$ cat src/rtl/nanomamba_pcen_sched_if.sv
// Scheduler-side bundle: front-end mel beats and router gate in, PCEN feed out, PCEN strobe back,
// plus expert ICG enables, mode, frame count and error pulses. The scheduler uses the slave modport.
interface nanomamba_pcen_sched_if;
  logic        mel_in_valid;
  logic [5:0]  mel_in_index;
  logic [15:0] mel_in_data;
  logic        mel_in_last;
  logic        mel_in_ready;
  logic        gate_in_valid;
  logic [7:0]  gate_in;
  logic        mel_valid;
  logic [5:0]  mel_index;
  logic [15:0] mel_out;
  logic        mel_frame_done;
  logic        gate_valid;
  logic [7:0]  gate;
  logic        pcen_valid;
  logic        en_expert0;
  logic        en_expert1;
  logic [1:0]  mode;
  logic [15:0] frame_count;
  logic        err_len;
  logic        err_overrun;
  logic        err_timeout;

  modport master (
    output mel_in_valid, mel_in_index, mel_in_data, mel_in_last, gate_in_valid, gate_in, pcen_valid,
    input  mel_in_ready, mel_valid, mel_index, mel_out, mel_frame_done, gate_valid, gate,
           en_expert0, en_expert1, mode, frame_count, err_len, err_overrun, err_timeout
  );

  modport slave (
    input  mel_in_valid, mel_in_index, mel_in_data, mel_in_last, gate_in_valid, gate_in, pcen_valid,
    output mel_in_ready, mel_valid, mel_index, mel_out, mel_frame_done, gate_valid, gate,
           en_expert0, en_expert1, mode, frame_count, err_len, err_overrun, err_timeout
  );
endinterface

$ cat src/rtl/nanomamba_pcen_sched.sv
// DualPCEN frame scheduler + expert ICG enables; mel beats forwarded 1 cycle after acceptance, ready only in IDLE/FILL
// (other beats dropped as overrun). NANOMAMBA_PCEN_SCHED_TIMEOUT_EN adds a WAIT watchdog that aborts after TIMEOUT idle cycles.
module nanomamba_pcen_sched #(
  parameter int N_MELS      = 40,
  parameter int GATE_HI     = 240,
  parameter int GATE_LO     = 15,
  parameter int HOLD_FRAMES = 4,
  parameter int TIMEOUT     = 1023
) (
  input  logic                   clk,
  input  logic                   rst,
  nanomamba_pcen_sched_if.slave  bus
);
  typedef enum logic [2:0] {S_IDLE, S_FILL, S_GWAIT, S_LAUNCH, S_DONE, S_WAIT} state_t;

  localparam logic [1:0] MODE_BOTH = 2'd0;
  localparam logic [1:0] MODE_E0   = 2'd1;
  localparam logic [1:0] MODE_E1   = 2'd2;
  localparam logic [7:0] N_MELS_C  = 8'(N_MELS);
  localparam logic [7:0] GATE_HI_C = 8'(GATE_HI);
  localparam logic [7:0] GATE_LO_C = 8'(GATE_LO);
  localparam logic [3:0] HOLD_C    = 4'(HOLD_FRAMES);

  if (TIMEOUT < 1 || TIMEOUT > 65535 || HOLD_FRAMES < 1 || HOLD_FRAMES > 15) begin : g_cfg_out_of_range
  end

  state_t      state, state_nxt;
  logic [7:0]  beat_cnt, beat_cnt_nxt;
  logic [7:0]  out_cnt, out_cnt_nxt;
  logic [3:0]  hi_cnt, hi_nxt, lo_cnt, lo_nxt;
  logic [1:0]  mode_q, mode_nxt;
  logic [7:0]  gate_q, gate_nxt, gate_lat, g;
  logic        gate_fresh, gate_fresh_nxt;
  logic        acc, len_err, fc_inc, tmo;
  logic        mel_valid_q, frame_done_q, gate_valid_q, en0_q, en1_q;
  logic        err_len_q, err_ovr_q, err_tmo_q;
  logic [5:0]  mel_index_q;
  logic [15:0] mel_out_q, frame_count_q;

  assign bus.mel_in_ready = !rst && (state == S_IDLE || state == S_FILL);
  assign acc              = bus.mel_in_valid && bus.mel_in_ready;

`ifdef NANOMAMBA_PCEN_SCHED_TIMEOUT_EN
  localparam logic [15:0] TIMEOUT_C = 16'(TIMEOUT);
  logic [15:0] wd_cnt;

  // Cycles spent in WAIT since the most recent PCEN strobe.
  always_ff @(posedge clk) begin
    if (rst || state != S_WAIT) wd_cnt <= '0;
    else if (bus.pcen_valid)    wd_cnt <= 16'd1;
    else                        wd_cnt <= wd_cnt + 16'd1;
  end

  assign tmo = (state == S_WAIT) && !bus.pcen_valid && (wd_cnt + 16'd1 == TIMEOUT_C);
`else
  assign tmo = 1'b0;
`endif

  always_ff @(posedge clk) begin
    if (rst) state <= S_IDLE;
    else     state <= state_nxt;
  end

  always_comb begin
    state_nxt      = state;
    beat_cnt_nxt   = beat_cnt;
    out_cnt_nxt    = out_cnt;
    hi_nxt         = hi_cnt;
    lo_nxt         = lo_cnt;
    mode_nxt       = mode_q;
    gate_nxt       = gate_q;
    gate_fresh_nxt = gate_fresh | bus.gate_in_valid;
    g              = bus.gate_in_valid ? bus.gate_in : gate_lat;
    len_err        = 1'b0;
    fc_inc         = 1'b0;
    case (state)
      S_IDLE, S_FILL: begin
        if (acc) begin
          beat_cnt_nxt = (state == S_IDLE) ? 8'd1 : beat_cnt + 8'd1;
          state_nxt    = S_FILL;
          if (bus.mel_in_last) begin
            if (beat_cnt_nxt == N_MELS_C) begin
              state_nxt = S_GWAIT;
            end else begin
              len_err   = 1'b1;
              state_nxt = S_IDLE;
            end
          end
        end
      end
      S_GWAIT: begin
        if (gate_fresh || bus.gate_in_valid) begin
          state_nxt      = S_LAUNCH;
          gate_fresh_nxt = 1'b0;
          // Counters saturate at the hold depth; any non-qualifying frame resets both.
          if (g >= GATE_HI_C) begin
            hi_nxt = (hi_cnt >= HOLD_C) ? HOLD_C : hi_cnt + 4'd1;
            lo_nxt = 4'd0;
          end else if (g <= GATE_LO_C) begin
            lo_nxt = (lo_cnt >= HOLD_C) ? HOLD_C : lo_cnt + 4'd1;
            hi_nxt = 4'd0;
          end else begin
            hi_nxt = 4'd0;
            lo_nxt = 4'd0;
          end
          if (hi_nxt == HOLD_C)      mode_nxt = MODE_E1;
          else if (lo_nxt == HOLD_C) mode_nxt = MODE_E0;
          else                       mode_nxt = MODE_BOTH;
          case (mode_nxt)
            MODE_E0: gate_nxt = 8'd0;
            MODE_E1: gate_nxt = 8'd255;
            default: gate_nxt = g;
          endcase
        end
      end
      S_LAUNCH: state_nxt = S_DONE;
      S_DONE: begin
        out_cnt_nxt = 8'd0;
        state_nxt   = S_WAIT;
      end
      S_WAIT: begin
        if (bus.pcen_valid) begin
          out_cnt_nxt = out_cnt + 8'd1;
          if (out_cnt_nxt == N_MELS_C) begin
            fc_inc    = 1'b1;
            state_nxt = S_IDLE;
          end
        end else if (tmo) begin
          state_nxt = S_IDLE;
        end
      end
      default: state_nxt = S_IDLE;
    endcase
  end

  always_ff @(posedge clk) begin
    if (rst) begin
      beat_cnt      <= '0;
      out_cnt       <= '0;
      hi_cnt        <= '0;
      lo_cnt        <= '0;
      mode_q        <= MODE_BOTH;
      gate_q        <= 8'd128;
      gate_lat      <= 8'd128;
      gate_fresh    <= 1'b0;
      mel_valid_q   <= 1'b0;
      mel_index_q   <= '0;
      mel_out_q     <= '0;
      frame_done_q  <= 1'b0;
      gate_valid_q  <= 1'b0;
      en0_q         <= 1'b0;
      en1_q         <= 1'b0;
      err_len_q     <= 1'b0;
      err_ovr_q     <= 1'b0;
      err_tmo_q     <= 1'b0;
      frame_count_q <= '0;
    end else begin
      beat_cnt     <= beat_cnt_nxt;
      out_cnt      <= out_cnt_nxt;
      hi_cnt       <= hi_nxt;
      lo_cnt       <= lo_nxt;
      mode_q       <= mode_nxt;
      gate_q       <= gate_nxt;
      gate_fresh   <= gate_fresh_nxt;
      if (bus.gate_in_valid) gate_lat <= bus.gate_in;
      mel_valid_q  <= acc;
      if (acc) begin
        mel_index_q <= bus.mel_in_index;
        mel_out_q   <= bus.mel_in_data;
      end
      frame_done_q <= (state_nxt == S_DONE);
      gate_valid_q <= (state_nxt == S_LAUNCH);
      // Enables follow the next state so they line up with the registered state they cover.
      en0_q        <= (state_nxt != S_IDLE);
      en1_q        <= (state_nxt == S_LAUNCH || state_nxt == S_DONE || state_nxt == S_WAIT) &&
                      (mode_nxt != MODE_E0);
      err_len_q    <= len_err;
      err_ovr_q    <= bus.mel_in_valid && !bus.mel_in_ready;
      err_tmo_q    <= tmo;
      if (fc_inc) frame_count_q <= frame_count_q + 16'd1;
    end
  end

  assign bus.mel_valid      = mel_valid_q;
  assign bus.mel_index      = mel_index_q;
  assign bus.mel_out        = mel_out_q;
  assign bus.mel_frame_done = frame_done_q;
  assign bus.gate_valid     = gate_valid_q;
  assign bus.gate           = gate_q;
  assign bus.en_expert0     = en0_q;
  assign bus.en_expert1     = en1_q;
  assign bus.mode           = mode_q;
  assign bus.frame_count    = frame_count_q;
  assign bus.err_len        = err_len_q;
  assign bus.err_overrun    = err_ovr_q;
  assign bus.err_timeout    = err_tmo_q;
endmodule

$ cat src/flat_wrapper.sv
// flat-port wrapper written by rule: the top's interface ports become plain ports
module nanomamba_pcen_sched_flat 
#(
  parameter int N_MELS      = 40,
  parameter int GATE_HI     = 240,
  parameter int GATE_LO     = 15,
  parameter int HOLD_FRAMES = 4,
  parameter int TIMEOUT     = 1023
)
  (clk, rst, bus_mel_in_valid, bus_mel_in_index, bus_mel_in_data, bus_mel_in_last, bus_gate_in_valid, bus_gate_in, bus_pcen_valid, bus_mel_in_ready, bus_mel_valid, bus_mel_index, bus_mel_out, bus_mel_frame_done, bus_gate_valid, bus_gate, bus_en_expert0, bus_en_expert1, bus_mode, bus_frame_count, bus_err_len, bus_err_overrun, bus_err_timeout);
  nanomamba_pcen_sched_if bus_i ();
  input  logic clk;
  input  logic rst;
  input wire logic [$bits(bus_i.mel_in_valid)-1:0] bus_mel_in_valid;
  input wire logic [$bits(bus_i.mel_in_index)-1:0] bus_mel_in_index;
  input wire logic [$bits(bus_i.mel_in_data)-1:0] bus_mel_in_data;
  input wire logic [$bits(bus_i.mel_in_last)-1:0] bus_mel_in_last;
  input wire logic [$bits(bus_i.gate_in_valid)-1:0] bus_gate_in_valid;
  input wire logic [$bits(bus_i.gate_in)-1:0] bus_gate_in;
  input wire logic [$bits(bus_i.pcen_valid)-1:0] bus_pcen_valid;
  output wire logic [$bits(bus_i.mel_in_ready)-1:0] bus_mel_in_ready;
  output wire logic [$bits(bus_i.mel_valid)-1:0] bus_mel_valid;
  output wire logic [$bits(bus_i.mel_index)-1:0] bus_mel_index;
  output wire logic [$bits(bus_i.mel_out)-1:0] bus_mel_out;
  output wire logic [$bits(bus_i.mel_frame_done)-1:0] bus_mel_frame_done;
  output wire logic [$bits(bus_i.gate_valid)-1:0] bus_gate_valid;
  output wire logic [$bits(bus_i.gate)-1:0] bus_gate;
  output wire logic [$bits(bus_i.en_expert0)-1:0] bus_en_expert0;
  output wire logic [$bits(bus_i.en_expert1)-1:0] bus_en_expert1;
  output wire logic [$bits(bus_i.mode)-1:0] bus_mode;
  output wire logic [$bits(bus_i.frame_count)-1:0] bus_frame_count;
  output wire logic [$bits(bus_i.err_len)-1:0] bus_err_len;
  output wire logic [$bits(bus_i.err_overrun)-1:0] bus_err_overrun;
  output wire logic [$bits(bus_i.err_timeout)-1:0] bus_err_timeout;
  assign bus_i.mel_in_valid = bus_mel_in_valid;
  assign bus_i.mel_in_index = bus_mel_in_index;
  assign bus_i.mel_in_data = bus_mel_in_data;
  assign bus_i.mel_in_last = bus_mel_in_last;
  assign bus_i.gate_in_valid = bus_gate_in_valid;
  assign bus_i.gate_in = bus_gate_in;
  assign bus_i.pcen_valid = bus_pcen_valid;
  assign bus_mel_in_ready = bus_i.mel_in_ready;
  assign bus_mel_valid = bus_i.mel_valid;
  assign bus_mel_index = bus_i.mel_index;
  assign bus_mel_out = bus_i.mel_out;
  assign bus_mel_frame_done = bus_i.mel_frame_done;
  assign bus_gate_valid = bus_i.gate_valid;
  assign bus_gate = bus_i.gate;
  assign bus_en_expert0 = bus_i.en_expert0;
  assign bus_en_expert1 = bus_i.en_expert1;
  assign bus_mode = bus_i.mode;
  assign bus_frame_count = bus_i.frame_count;
  assign bus_err_len = bus_i.err_len;
  assign bus_err_overrun = bus_i.err_overrun;
  assign bus_err_timeout = bus_i.err_timeout;
  nanomamba_pcen_sched #(.N_MELS(N_MELS), .GATE_HI(GATE_HI), .GATE_LO(GATE_LO), .HOLD_FRAMES(HOLD_FRAMES), .TIMEOUT(TIMEOUT)) u_core (.clk(clk), .rst(rst), .bus(bus_i));
endmodule
$ cat config.mk
export PLATFORM = sky130hd
export DESIGN_NAME = nanomamba_pcen_sched_flat
export DESIGN_NICKNAME = d
export VERILOG_FILES = /design/src/rtl/nanomamba_pcen_sched_if.sv /design/src/rtl/nanomamba_pcen_sched.sv /design/src/flat_wrapper.sv
export SDC_FILE = /design/constraint.sdc
export NUM_CORES = 1
export LEC_CHECK = 0
export CAP_MARGIN = 20
export CORE_ASPECT_RATIO = 1.5
export CORE_MARGIN = 4
export CORE_UTILIZATION = 50
export CTS_CLUSTER_SIZE = 28
export DETAILED_ROUTE_END_ITERATION = 16
export GPL_ROUTABILITY_DRIVEN = 0
export PLACE_DENSITY = 0.78
export SETUP_SLACK_MARGIN = 0.15
export SLEW_MARGIN = 10
export SYNTH_ARGS = -nofsm -noshare
export SYNTH_HDL_FRONTEND = slang
export SYNTH_SLANG_ARGS = --single-unit
$ cat constraint.sdc
create_clock -name clk -period 2.71 [get_ports clk]
set_clock_uncertainty 0.15 [all_clocks]
set_input_delay 0.6775 -clock clk [delete_from_list [all_inputs] [get_ports clk]]
set_output_delay 0.6775 -clock clk [all_outputs]
set_load 0.05 [all_outputs]
**Word level (Yosys, flattened, before mapping)**

Index checks and enable logic that the tools add are counted.

- Flip-flop bits (word level): 91
- Output and inout port bits: 57
- Word-level logic and storage cells: 99

- Add/subtract/negate cells: 5
- Magnitude comparators: 4
- Eq/ne operators: 16
- Mux-type cells: 33
- Bitwise logic cells: 4
- Reductions and logical operators: 18

Operators by type and width:

| kind | count |
|---|---|
| 4-bit two-way mux | 9 |
| 8-bit case mux with 2 select lines | 2 |
| 8-bit two-way mux | 3 |
| 16-bit by 1-bit adder with 16-bit output (second input constant) | 1 |
| 8-bit by 1-bit adder with 8-bit output (second input constant) | 2 |
| 8-bit by 6-bit equality test with 1-bit output (second input constant) | 2 |
| 3-bit two-way mux | 5 |
| 3-bit case mux with 5 select lines | 1 |
| 3-bit equality test (second input constant) | 4 |
| 2-bit two-way mux | 6 |
| 3-bit by 2-bit equality test with 1-bit output (second input constant) | 3 |
| 4-bit by 1-bit adder with 4-bit output (second input constant) | 2 |
| 4-bit by 3-bit equality test with 1-bit output (second input constant) | 2 |
| 4-bit by 3-bit greater-or-equal comparator with 1-bit output (second input constant) | 2 |
| 8-bit greater-or-equal comparator (second input constant) | 1 |
| 8-bit by 4-bit <= comparator with 1-bit output (second input constant) | 1 |
| 1-bit two-way mux | 7 |
| 2-bit AND reduction | 3 |
| 1-bit logical AND | 4 |
| 1-bit logical OR | 4 |
| 4-bit OR reduction | 1 |
| 3-bit by 1-bit equality test with 1-bit output (second input constant) | 1 |
| 3-bit logical NOT | 1 |
| 1-bit inverter | 3 |
| 9 further kinds | 10 |

**Depth between registers and ports, before layout**

Gate-level depths: netlist of run 1.

- Depth in word-level cells: 15
- Gate-level depth with buffers: 7
- Depth with buffers taken out: 6

**Worst setup path before layout of run 1**

Ideal clock, no wire load.

- Kind: input -> output
- Start: in rst
- End: out bus_mel_in_ready
- Arrival: 2.263 ns
- Data required time: 1.882 ns
- Path slack: -0.381 ns
- Stages: 4
- Buffers on the path: 3
- Path through: clkbuf_1 -> clkbuf_1 -> clkbuf_1 -> nor3_1

- Cells in the longest elaborated chain, start to end: 2

Ends and longest elaborated chain:

| item | line | source |
|---|---|---|
| from (decl) | flat_wrapper.sv:13 | `input logic rst;` |
| 1-bit logical NOT | nanomamba_pcen_sched.sv:40 | `assign bus.mel_in_ready = !rst && (state == S_IDLE \|\| state == S_FILL);` |
| 1-bit logical AND | nanomamba_pcen_sched.sv:40 |  |
| to (decl) | flat_wrapper.sv:21 | `output wire logic [$bits(bus_i.mel_in_ready)-1:0] bus_mel_in_ready;` |

Every way passes these cells.

**Worst setup path in the final report of run 1**

- Start: reg u_core.out_cnt[0]
- End: reg u_core.en0_q, in the netlist u_core.bus.en_expert0

- Cells in the longest elaborated chain, start to end: 6

Ends and longest elaborated chain:

| item | line | source |
|---|---|---|
| from (decl) | nanomamba_pcen_sched.sv:29 | `logic [7:0] out_cnt, out_cnt_nxt;` |
| from (signal assigned) | nanomamba_pcen_sched.sv:159 | `out_cnt <= out_cnt_nxt;` |
| 8-bit by 1-bit adder with 8-bit output | nanomamba_pcen_sched.sv:123 | `out_cnt_nxt = out_cnt + 8'd1;` |
| 8-bit by 6-bit equality test with 1-bit output | nanomamba_pcen_sched.sv:124 | `if (out_cnt_nxt == N_MELS_C) begin` |
| 3-bit two-way mux | nanomamba_pcen_sched.sv:124 |  |
| 3-bit two-way mux | nanomamba_pcen_sched.sv:122 | `if (bus.pcen_valid) begin` |
| 3-bit case mux with 5 select lines | nanomamba_pcen_sched.sv:76 | `case (state)` |
| 3-bit nonzero test | nanomamba_pcen_sched.sv:174 | `en0_q <= (state_nxt != S_IDLE);` |
| to (signal assigned) | nanomamba_pcen_sched.sv:174 |  |
| to (decl) | nanomamba_pcen_sched.sv:35 | `logic mel_valid_q, frame_done_q, gate_valid_q, en0_q, en1_q;` |

Every way passes these cells.
A chain may end at the register's enable or synchronous reset.

==> metrics.sh, run 1 <==
IO_PINS=93
FINALCRITPERIODSHARE=0.933
TIMING.CRITICAL_PATH.FANOUT_MAX=7
GRT_PASS1_VIAS=3788
FINAL_HOLD_VIOL_COUNT=0
FIRSTDRTPASSITERS=4
POST_DRT_VIA_CELL_RATIO=5.60
SETUP_VIOL=0
WHS_ENDPOINT='u_core.bus.mel_out[15]$_SDFFE_PP0P_'
VDD.IR_DROP.WORST_mV=0.462
SYNTHTOLAYOUTAREAGROWTH_PCT=37.9
CP.BUFFERS_INVERTERS=1
LARGEST_NET_DEGREE_AT_THE_START_OF_GLOBAL_ROUTING=39
MAX_FREQ_MHz=395
YOSYSMOSTFREQUENTCELL='sky130_fd_sc_hd__dfxtp_1'
YOSYS-TOP-CELLS-AREA='sky130_fd_sc_hd__dfxtp_1 (46%), sky130_fd_sc_hd__o21ai_0 (5.6%), sky130_fd_sc_hd__nand2_1 (5.2%)'
MIN-DELAY-PATH-CLASS='flip-flop to flip-flop'
ROUTE.DETAILED.DRC=0
CLOCKROOTBUFFER='sky130_fd_sc_hd__clkbuf_16'
CTS-BUFFERS-INSERTED=9
ANT_NETS=0
HTREEDEPTH=3
SYNTHTOPCELLSBYCOUNT='sky130_fd_sc_hd__dfxtp_1 (91), sky130_fd_sc_hd__nand2_1 (55), sky130_fd_sc_hd__nor2_1 (51), sky130_fd_sc_hd__o21ai_0 (45), sky130_fd_sc_hd__a21oi_1 (37)'
SYNTHESIS.AREA_UM2=3990
NUMBER_OF_ENABLE_TYPE_REGISTER_CELLS_IN_THE_SYNTHESIZED_NETLIST=0
WORSTSETUPSTARTPOINTTYPE='flip-flop'
OVERFLOW=0
SETUP.WORST_PATH.END_CLASS='flip-flop'
WS_PATH_TYPE='flip-flop to flip-flop'
VIA_COUNT=3848
AREA_OF_PLACED_INSTANCES_UM2=5090
FIN_TOTAL_PWR_mW=2.97
STATUS='complete, no violations'
MAPPEDNETLISTNETS=524
IO_BUFFER_COUNT=91
TIMING.CRITICAL_PATH.MAX_DELAY_FAMILY='compound AO/OA/AOI/OAI gates'
INSERTEDDIODECOUNT=0
DRT_WL_TOTAL_UM=10600
CP_NUM_CELLS=7
WORSTPATHCELLLIST='ha_4 -> nand2_1 -> or4b_4 -> a311o_2 -> buf_12 -> o21ai_0 -> a41oi_1'
POSTSYNTH.TOPFLOPCELL='sky130_fd_sc_hd__dfxtp_1'
SYN_INST=483
UNREPAIRED_SETUP_ENDPOINTS_AFTER_GLOBAL_ROUTING='yes'
FP.DIEAREA_UM2=9500
WORST_HOLD_STARTPOINT='u_core.bus.mel_out[15]$_SDFFE_PP0P_'
CAP_VIOL_MAX_COUNT=0
WHS_PATH_DEPTH=2
CRITPATHSLOWESTCELL='sky130_fd_sc_hd__or4b_4'
CORE.ROWCOUNT=39
SYNTH.YOSYS.SEQ_AREA_SHARE=0.457
TRACK_USAGE=0.233
GLOBAL_ROUTE_WIRE_LENGTH_BEFORE_REPAIR_UM=17700
MAX_SLEW.WORST_PIN.SLEW_PS=621
CELLPOWERDENSITY_nW_PER_UM2=539
FINAL_PERIOD_MINUS_WORST_SETUP_SLACK_PS=2530
CTS_BUFFER_DEPTH=2
ROUTEDWLPERCELL_UM=15.5
POSTSYNTHREGISTERBITS=91
FINAL-MAX-SLEW-VIOLATION-COUNT=0
CORE_REGION_UM2=7710
MAX_STAGE_DELAY_PS=490
POSTCTSHOLDBUFS=0
WORSTREG2REGSTART='u_core.out_cnt[0]$_SDFFE_PP0P_'
GRT_ANTENNA_BEFORE_REPAIR=0
FRACTION_OF_SYNTHESIZED_CELL_AREA_TAKEN_BY_THE_TOP_AREA_CELL_TYPE=0.457
NUMCLOCKSINKS=91
TOTAL_LEAKAGE_POWER_nW=1.98
AVGSYNTHCELLAREA_UM2=8.26
CLK_TRANSITION_REPORTED_PATHS_PS=60
INITIAL_CORE_UTIL=0.518
DETAILED_ROUTER_S_FIRST_ITERATION_VIOLATION_COUNT=239
DIE-HEIGHT_UM=117
WORST_SLACK_PS=181
HPWL_UM=7420
WORST-R2R-CELL-COUNT=7
FINAL_NET_COUNT=622
SYNTH_CELL_TYPES=53
FINAL_DESIGN_AREA_NO_FILL_UM2=5500
CP_REQUIRED_PS=2760
CRIT-REG2REG-CAPTURE='u_core.bus.en_expert0$_SDFF_PP0_'
TRITONCTS='done'
YS_WARN_COUNT=0
DIE_WIDTH_UM=80.9
WORST_SLEW_MARGIN_REL=0.586
FINAL.SETUP.TNS_PS=0
R2R_SETUP_SLACK_PS=180
CLOCK_LATENCY_PS=340
CRITPATHARRIVALTIME_PS=2570
CELL_TYPE_WITH_THE_HIGHEST_AGGREGATE_AREA_IN_THE_NETLIST='sky130_fd_sc_hd__dfxtp_1'
POST-PLACE-WS_PS=82.7
ASYNCSETRESETFLOPFRACSYNTH=0
FINAL_LAYOUT_SIZE_SUFFIX_GT1_FRAC=0.0991
-- kinds of logic (layout without fill, tap and decap cells) --
family,after synthesis,in the layout,synth area share
AOI/OAI and AO/OA,120,120,0.177
xor gates and xnor gates,5,5,0.0110
adders and majority gates,5,5,0.0157
buffers and inverters,36,138,0.0370
DFF,91,91,0.457
muxes,9,9,0.0226
other,1,1,0.000940
and+or+nand+nor,216,216,0.279
-- area by class of cell --
| class | count | area [um2] |
|---|---|---|
| clock buffers | 13 | 260 |
| inverters | 6 | 22.5 |
| repair buffers | 117 | 1160 |
| well taps | 102 | 128 |
| clock inverters | 2 | 35.0 |
| fillers | 616 | 2210 |
| flip-flops and latches | 91 | 1830 |
| multi-input cells | 356 | 2070 |
-- sequential cells by signal, indices dropped and copies added (netlist names), 4 cells and up --
register / flops
u_core.beat_cnt: 8
u_core.bus.frame_count: 16
u_core.bus.gate: 8
u_core.bus.mel_index: 6
u_core.bus.mel_out: 16
u_core.gate_lat: 8
u_core.hi_cnt: 4
u_core.lo_cnt: 4
u_core.out_cnt: 8
-- how the worst max path moves through the flow --
stage	start	to
floorplan	rst	bus_mel_in_ready
global placement	bus_pcen_valid	u_core.out_cnt[7]$_SDFFE_PP0P_
detailed placement	bus_gate_in_valid	u_core.bus.en_expert1$_SDFF_PP0_
CTS	u_core.out_cnt[0]$_SDFFE_PP0P_	u_core.bus.frame_count[12]$_SDFFE_PP0P_
global route	u_core.out_cnt[0]$_SDFFE_PP0P_	u_core.bus.frame_count[0]$_SDFFE_PP0P_
finish	u_core.out_cnt[0]$_SDFFE_PP0P_	u_core.bus.en_expert0$_SDFF_PP0_
-- metal layers --
layer	vias up	wire length, um	global-route usage	part of all wire
met1	1784	4050	0.259	0.38
met2	131	5400	0.383	0.51
li1	1914	-	-	-
met3	19	899	0.0936	0.085
met4	0	289	0.0994	0.027
met5	-	0	0	0
-- tightest hold or removal path: stages, from the launching register on --
cell and delay, ps:
sky130_fd_sc_hd__dfxtp_1 310, sky130_fd_sc_hd__nand2_1 50, sky130_fd_sc_hd__o21ai_0 60
-- per-stage QoR --
| step | cells | util | hold slack, ps |
|---|---|---|---|
| final | 687 | 0.714 | 313 |
| after global routing | 687 | 0.714 | 340 |
| after CTS | 681 | 0.699 | 315 |
| after detailed placement | 666 | 0.660 | 307 |
| after global placement | 666 | 0.660 | 293 |
| after floorplan | 483 | - | 286 |
-- power breakdown --
part / internal, mW / total [mW] / switching, mW
Clock: 0.759 / 1.25 / 0.495
Sequential: 1.37 / 1.40 / 0.0225
Combinational: 0.130 / 0.316 / 0.186
Total: 2.26 / 2.97 / 0.704
-- placed cells by master, fill, tap and decap left out, types with 5 or more instances in the layout --
cell	n
sky130_fd_sc_hd__nand4_1	10
sky130_fd_sc_hd__buf_4	23
sky130_fd_sc_hd__inv_1	6
sky130_fd_sc_hd__o41ai_1	6
sky130_fd_sc_hd__nand3_1	21
sky130_fd_sc_hd__a21oi_1	36
sky130_fd_sc_hd__o21ai_0	45
sky130_fd_sc_hd__nand4b_1	6
sky130_fd_sc_hd__o31ai_1	7
sky130_fd_sc_hd__nand2_1	55
sky130_fd_sc_hd__clkdlybuf4s50_1	89
sky130_fd_sc_hd__nor3_1	5
sky130_fd_sc_hd__mux2i_1	9
sky130_fd_sc_hd__or3_1	7
sky130_fd_sc_hd__and3_1	8
sky130_fd_sc_hd__a211oi_1	9
sky130_fd_sc_hd__nand2b_1	24
sky130_fd_sc_hd__clkbuf_16	11
sky130_fd_sc_hd__nor2_1	51
sky130_fd_sc_hd__dfxtp_1	87
-- timing repair --
action                                  CTS  global route
setup buffers                             0             4
endpoints found under the setup margin    1             4
cloned                                    0             2
pin swaps                                 1             3
hold endpoints to repair                  0             0
resized for setup                         3            10
No activity file was read; power rests on OpenSTA's default activity.
==> run 2: changes to the inputs <==
--- a/config.mk
+++ b/config.mk
@@ -18,3 +18,4 @@
 export SYNTH_ARGS = -nofsm -noshare
 export SYNTH_HDL_FRONTEND = slang
 export SYNTH_SLANG_ARGS = --single-unit
+export TNS_END_PERCENT = 20
==> results of run 2 <==
Final layout, timing and power as in run 1 (identical DEF).
==> run 3: changes to the inputs <==
--- a/config.mk
+++ b/config.mk
@@ -13,6 +13,7 @@
 export DETAILED_ROUTE_END_ITERATION = 16
 export GPL_ROUTABILITY_DRIVEN = 0
 export PLACE_DENSITY = 0.78
+export RECOVER_POWER = 50
 export SETUP_SLACK_MARGIN = 0.15
 export SLEW_MARGIN = 10
 export SYNTH_ARGS = -nofsm -noshare
==> run 3 against run 2 <==
Net effect: register-to-register slack about the same; clock power is essentially flat; critical path depth unchanged; maximum frequency about the same.
==> metrics.sh, run 3 (same netlist as run 1, synthesis figures left out) <==
CLOCKROOTBUFFER='sky130_fd_sc_hd__clkbuf_16'
COMMONEST_CELLS_AFTER_ROUTING_FILL_AND_TAPS_ASIDE='sky130_fd_sc_hd__dfxtp_1 (87), sky130_fd_sc_hd__clkdlybuf4s50_1 (78), sky130_fd_sc_hd__nand2_1 (55)'
DRT_WL_TOTAL_UM=10700  # +0.81%
TOTAL_LEAKAGE_POWER_nW=1.99  # +0.84%
ROUTE.DETAILED.DRC=0  # unchanged
NUMCLOCKSINKS=91  # unchanged
WORST_HOLD_STARTPOINT='u_core.bus.mel_out[15]$_SDFFE_PP0P_'
WS_PATH_TYPE='flip-flop to flip-flop'
DETAILED_ROUTER_S_FIRST_ITERATION_VIOLATION_COUNT=235  # -1.7%
CORE_REGION_UM2=7710  # unchanged
R2R_SETUP_SLACK_PS=180  # about the same
SETUP_VIOL=0  # unchanged
ROUTEDWLPERCELL_UM=15.6  # +0.81%
WORSTSETUPSTARTPOINTTYPE='flip-flop'
WORSTREG2REGSTART='u_core.out_cnt[0]$_SDFFE_PP0P_'
CORE.ROWCOUNT=39  # unchanged
INSERTEDDIODECOUNT=0  # unchanged
IO_BUFFER_COUNT=91  # unchanged
GRT_PASS1_VIAS=3788  # unchanged
MOST_COMMON_LIBRARY_CELL_IN_THE_LAYOUT_IGNORING_FILL_AND_TAPS='sky130_fd_sc_hd__dfxtp_1'
STATUS='complete, no violations'
INTERNAL_POWER_COMPONENT_mW=2.26  # -0.18%
LARGEST_NET_DEGREE_AT_THE_START_OF_GLOBAL_ROUTING=39  # unchanged
CRITPATHLAUNCH='u_core.out_cnt[0]$_SDFFE_PP0P_'
GLOBAL_ROUTE_WIRE_LENGTH_BEFORE_REPAIR_UM=17700  # unchanged
CLKPWRFRAC=0.424  # about the same
MAX_FREQ_MHz=396  # about the same
HPWL_UM=7420  # unchanged
HTREEDEPTH=3  # unchanged
OVERFLOW=0  # unchanged
AREA_OF_PLACED_INSTANCES_UM2=5090  # unchanged
TIMING.CRITICAL_PATH.FANOUT_MAX=7  # unchanged
INITIAL_CORE_UTIL=0.518  # unchanged
POWER.NET_SWITCHING_mW=0.705  # +0.19%
CLK_TRANSITION_REPORTED_PATHS_PS=60  # about the same
SYNTHTOLAYOUTAREAGROWTH_PCT=37.3
MAX_STAGE_DELAY_PS=500  # about the same
SWITCHING_SHARE=0.238  # +0.000665
MAX_SLEW.WORST_PIN.SLEW_PS=875  # +254 ps
ANT_NETS=0  # unchanged
FINAL_DESIGN_AREA_NO_FILL_UM2=5480  # -0.43%
WHS_PATH_DEPTH=2  # unchanged
CRIT-REG2REG-CAPTURE='u_core.bus.frame_count[12]$_SDFFE_PP0P_'
FINAL_HOLD_VIOL_COUNT=0  # unchanged
MIN-DELAY-PATH-CLASS='flip-flop to flip-flop'
FINAL.FILL_COUNT=621  # +0.81%
FP.DIEAREA_UM2=9500  # unchanged
CELLPOWERDENSITY_nW_PER_UM2=541  # +0.34%
FINAL_NET_COUNT=622  # unchanged
TRITONCTS='done'
WHS_ENDPOINT='u_core.bus.mel_out[15]$_SDFFE_PP0P_'
CRITPATHSLOWESTCELL='sky130_fd_sc_hd__or4_4'
UNREPAIRED_SETUP_ENDPOINTS_AFTER_GLOBAL_ROUTING='yes'
CTS-BUFFERS-INSERTED=9  # unchanged
CRITPATHARRIVALTIME_PS=2660  # +90 ps
FINAL_PERIOD_MINUS_WORST_SETUP_SLACK_PS=2530  # -2.33 ps
WORST-R2R-CELL-COUNT=7  # unchanged
VDD.IR_DROP.WORST_mV=0.460  # -0.37%
CP_REQUIRED_PS=2840  # +80 ps
VIA_COUNT=3905  # +1.5%
DIE-HEIGHT_UM=117  # unchanged
WORST_SLEW_MARGIN_REL=0.411  # -0.175
WORSTPATHCELLLIST='ha_4 -> nand2_1 -> or4b_4 -> a311o_2 -> buf_12 -> or4_4 -> a21oi_2'
FINAL-MAX-SLEW-VIOLATION-COUNT=0  # unchanged
FINAL_LAYOUT_SIZE_SUFFIX_GT1_FRAC=0.0940  # -0.00513
WORST_SLACK_PS=184  # +2.33 ps
FINAL.SETUP.TNS_PS=0  # unchanged
COMBPWRFRAC=0.105  # -0.002
FINALCRITPERIODSHARE=0.932  # about the same
IO_PINS=93  # unchanged
FIN_TOTAL_PWR_mW=2.96  # about the same
P_SEQ_FRAC=0.471  # about the same
GRT_ANTENNA_BEFORE_REPAIR=0  # unchanged
CAP_VIOL_MAX_COUNT=0  # unchanged
FIRSTDRTPASSITERS=5  # +1
POST-PLACE-WS_PS=82.7  # unchanged
CLOCK_LATENCY_PS=340  # about the same
SETUP.WORST_PATH.END_CLASS='flip-flop'
TRACK_USAGE=0.233  # unchanged
DIE_WIDTH_UM=80.9  # unchanged
POST_DRT_VIA_CELL_RATIO=5.68  # +1.5%
CTS_BUFFER_DEPTH=2  # unchanged
[run 3: changes by cell type in the layout (fill, tap and decap cells not counted)]
cell                              change
sky130_fd_sc_hd__clkdlybuf4s50_1     -11
sky130_fd_sc_hd__dlygate4sd3_1       +11
sky130_fd_sc_hd__buf_4                -4
sky130_fd_sc_hd__clkbuf_1             +2
sky130_fd_sc_hd__clkbuf_2             +2
sky130_fd_sc_hd__nor3_1               +1
sky130_fd_sc_hd__nor3_4               -1
sky130_fd_sc_hd__o21ai_0              +1
sky130_fd_sc_hd__o21ai_1              -1
[run 3: cell type report]
class | count | area (um2) | share of cell area
clock buffer | 13 | 260 | 0.0475
clock inverter | 2 | 35.0 | 0.00639
inverter | 6 | 22.5 | 0.00411
multi-input combinational | 356 | 2060 | 0.375
sequential | 91 | 1830 | 0.334
tap | 102 | 128 | 0.0233
timing repair buffer | 117 | 1150 | 0.209
[run 3: how the worst max path moves through the flow]
stage / end / slack, ps / cells after the start
after CTS: u_core.bus.frame_count[12]$_SDFFE_PP0P_ / 160 / 7
after global placement: u_core.out_cnt[7]$_SDFFE_PP0P_ / 140 / 5
after detailed placement: u_core.bus.en_expert1$_SDFF_PP0_ / 80 / 7
after global routing: u_core.bus.frame_count[5]$_SDFFE_PP0P_ / 120 / 8
final: u_core.bus.frame_count[12]$_SDFFE_PP0P_ / 180 / 7
after floorplan: bus_mel_in_ready / 230 / 4
[run 3: timing repair]
action,4_1_cts,5_1_grt
resized for setup,3,10
gates cloned,0,2
setup buffers,0,4
hold buffers,0,0
pin swaps,1,3
endpoints found under the setup margin,1,4
[run 3: power groups by stage]
stage,Clock [mW],Combinational (mW),Sequential (mW)
final,1.26,0.312,1.40
after global routing,1.32,0.333,1.40
after CTS,1.27,0.318,1.40
after detailed placement,0,0.316,1.43
after global placement,0,0.312,1.42
after floorplan,0,0.0869,1.51
[run 3: critical path, delay by kind of cell, from the launching register on]
family / cells / cell delay, ps
DFF: 1 / 370
adders and majority gates: 1 / 130
buffers and inverters: 1 / 160
and+or+nand+nor: 3 / 1060
AOI/OAI and AO/OA: 2 / 580
[run 3: through the flow]
stage	util	instances	hold WS, ps
floorplan	-	483	286
global placement	0.660	666	293
CTS	0.699	681	315
global route	0.711	687	340
detailed placement	0.660	666	307
finish	0.711	687	313
[run 3: metal layers]
metal | vias to the layer above | share of wire | global-route usage
met3 | 25 | 0.090 | 0.0936
met4 | 0 | 0.028 | 0.0994
met1 | 1804 | 0.38 | 0.259
met5 | - | 0 | 0
li1 | 1911 | - | -
met2 | 165 | 0.50 | 0.383
==> edit (flow settings as in run 2) <==
Add a define of `NANOMAMBA_PCEN_SCHED_TIMEOUT_EN`.
--- a/src/rtl/nanomamba_pcen_sched.sv
+++ b/src/rtl/nanomamba_pcen_sched.sv
@@ -1,4 +1,6 @@
 // DualPCEN frame scheduler + expert ICG enables; mel beats forwarded 1 cycle after acceptance, ready only in IDLE/FILL
 // (other beats dropped as overrun). NANOMAMBA_PCEN_SCHED_TIMEOUT_EN adds a WAIT watchdog that aborts after TIMEOUT idle cycles.
+`define NANOMAMBA_PCEN_SCHED_TIMEOUT_EN
+
 module nanomamba_pcen_sched #(
   parameter int N_MELS      = 40,
Function: no difference found for any inputs over 10 cycles, from zero or initial values and one cycle with rst high; that may be too few to reach the edited logic, so the function may still have changed.
==> edit against run 2 <==
Sequential cell count up 17. Final cell count increased by 11%. Design area increased by 11%. Critical endpoint is now bus_frame_count[9]. Sequential share of layout area increased by 2.1 points. Routed wire length grew 0.36%. Setup slack better by 87 ps. Total power grew 17%. Highest routed layer unchanged. Utilization fell by 3.0 points. Register-to-register slack better by 260 ps. Synthesized area grew 17%.
==> edit: results (changes against run 2) <==
outcome: "finished, final reports clean"
clk-insertion-delay-late_ps: 350
synth.top_cells.by_count: "dfxtp_1, nor2_1, nand2_1"
root_driver: "clkbuf_16"
post-dp-hpwl_mm: 7.69  # +3.6%
htreeDepth: 3  # unchanged
critical_path.endpoint: "bus_frame_count[9]"
reg2reg_depth: 6  # -1
cp_max_stage_delay_ps: 840  # +350 ps
post_synth_num_cell_types: 55  # +3.8%
insertedDiodeCount: 0  # unchanged
drive_above_1_share_pct: 7.62  # -2.3 points
synth-xor-area-share_pct: 5.08  # +4.0 points
crit_path_leading_delay_family: "buffers and inverters"
yosysTopAreaCellShare_pct: 46.5  # +0.79 points
numPortBuffers: 92  # +1.1%
crit_fanout: 7  # unchanged
relSlewSlack_pct: 49.4  # -9.1 points
peakVddDrop_mv: 0.343  # -26%
switching_power_w: 0.000833  # +18%
yosysWarningCount: 0  # unchanged
route.detailed.vias_per_inst: 5.39  # -3.9%
leakagePower_nw: 2.17  # +9.9%
power_leader: "sequential cells"
cp_data_arrival_time_ps: 1610  # -960 ps
synth.area.top_cells: "dfxtp_1, nor2_1, o21ai_0"
fin_hold_ws_ps: 314  # +1.26 ps
cts_resized: 0  # -3
ys_seq_area_share_pct: 46.5  # +0.79 points
r2r_setup_slk_ps: 440  # +260 ps
p_clk_w: 0.00139  # +11%
vias_in_the_first_global_route: 4028  # +6.3%
postSynth.asyncResetShare_pct: 0  # unchanged
drtIter0Drc: 146  # -39%
class_of_the_tightest_hold_or_removal_check: "register to register"
min_from: "u_core.lo_cnt[1]$_SDFFE_PP0P_"
timing.critical_path.slowest_stage_cell: "clkdlybuf4s50_1"
groute.usage.overall_pct: 20.1  # -3.1 points
drt_pass1_iterations: 6  # +2
numCtsBuffers: 9  # unchanged
layout.filler_cells: 739  # +20%
timing.hold.worst_endpoint: "u_core.lo_cnt[1]$_SDFFE_PP0P_"
synth_area_in_adders_pct: 1.88  # +0.31 points
setup.worst_path.start: "u_core.bus.frame_count[9]$_SDFFE_PP0P_"
postLayoutSetupSlackWorst_ps: 268  # +87.1 ps
post-place-ws_ps: -49.7  # -132 ps
power.combinational.fraction_pct: 11.9  # +1.2 points
grt_first_pass_wirelength_mm: 18.0  # +2.0%
worstHoldPathCells: 2  # unchanged
regToRegStartpoint: "u_core.wd_cnt[5]$_SDFF_PP0_"
grt_max_degree: 46  # +18%
grt_antenna_before_repair: 0  # unchanged
wire_per_inst_um: 13.9  # -10%
synth-compound-area-share_pct: 13.0  # -4.7 points
postSynthNetCount: 598  # +14%
multiplexer_share_of_the_synthesized_area_pct: 2.42  # +0.16 points
design.final.nets: 694  # +12%
edit: through the flow:
step           std cells  instance area, um2  power, W
2_1_floorplan        555                4670   0.00194
3_3_place_gp         750                5770   0.00210
3_5_place_dp         750                5770   0.00211
4_1_cts              766                6090   0.00350
5_1_grt              766                6110   0.00359
6_report             766                6110   0.00347
edit: area by class of cell:
cell class | instances | area (um2) | area share [%]
repair buffers | 111 | 1080 | 17.7
clock buffers | 12 | 246 | 4.03
multi-input cells | 408 | 2360 | 38.6
clock inverters | 4 | 72.6 | 1.19
well taps | 110 | 138 | 2.25
inverters | 13 | 48.8 | 0.799
flip-flops and latches | 108 | 2160 | 35.4
edit: metal layers:
layer	track usage [%]	wire length [um]	vias up	share of wire, %
met5	0	0	-	0
met4	9.63	226	0	2.1
met3	3.46	621	16	5.8
met2	34.6	5280	115	49
met1	23.9	4540	1902	43
li1	-	-	2092	-
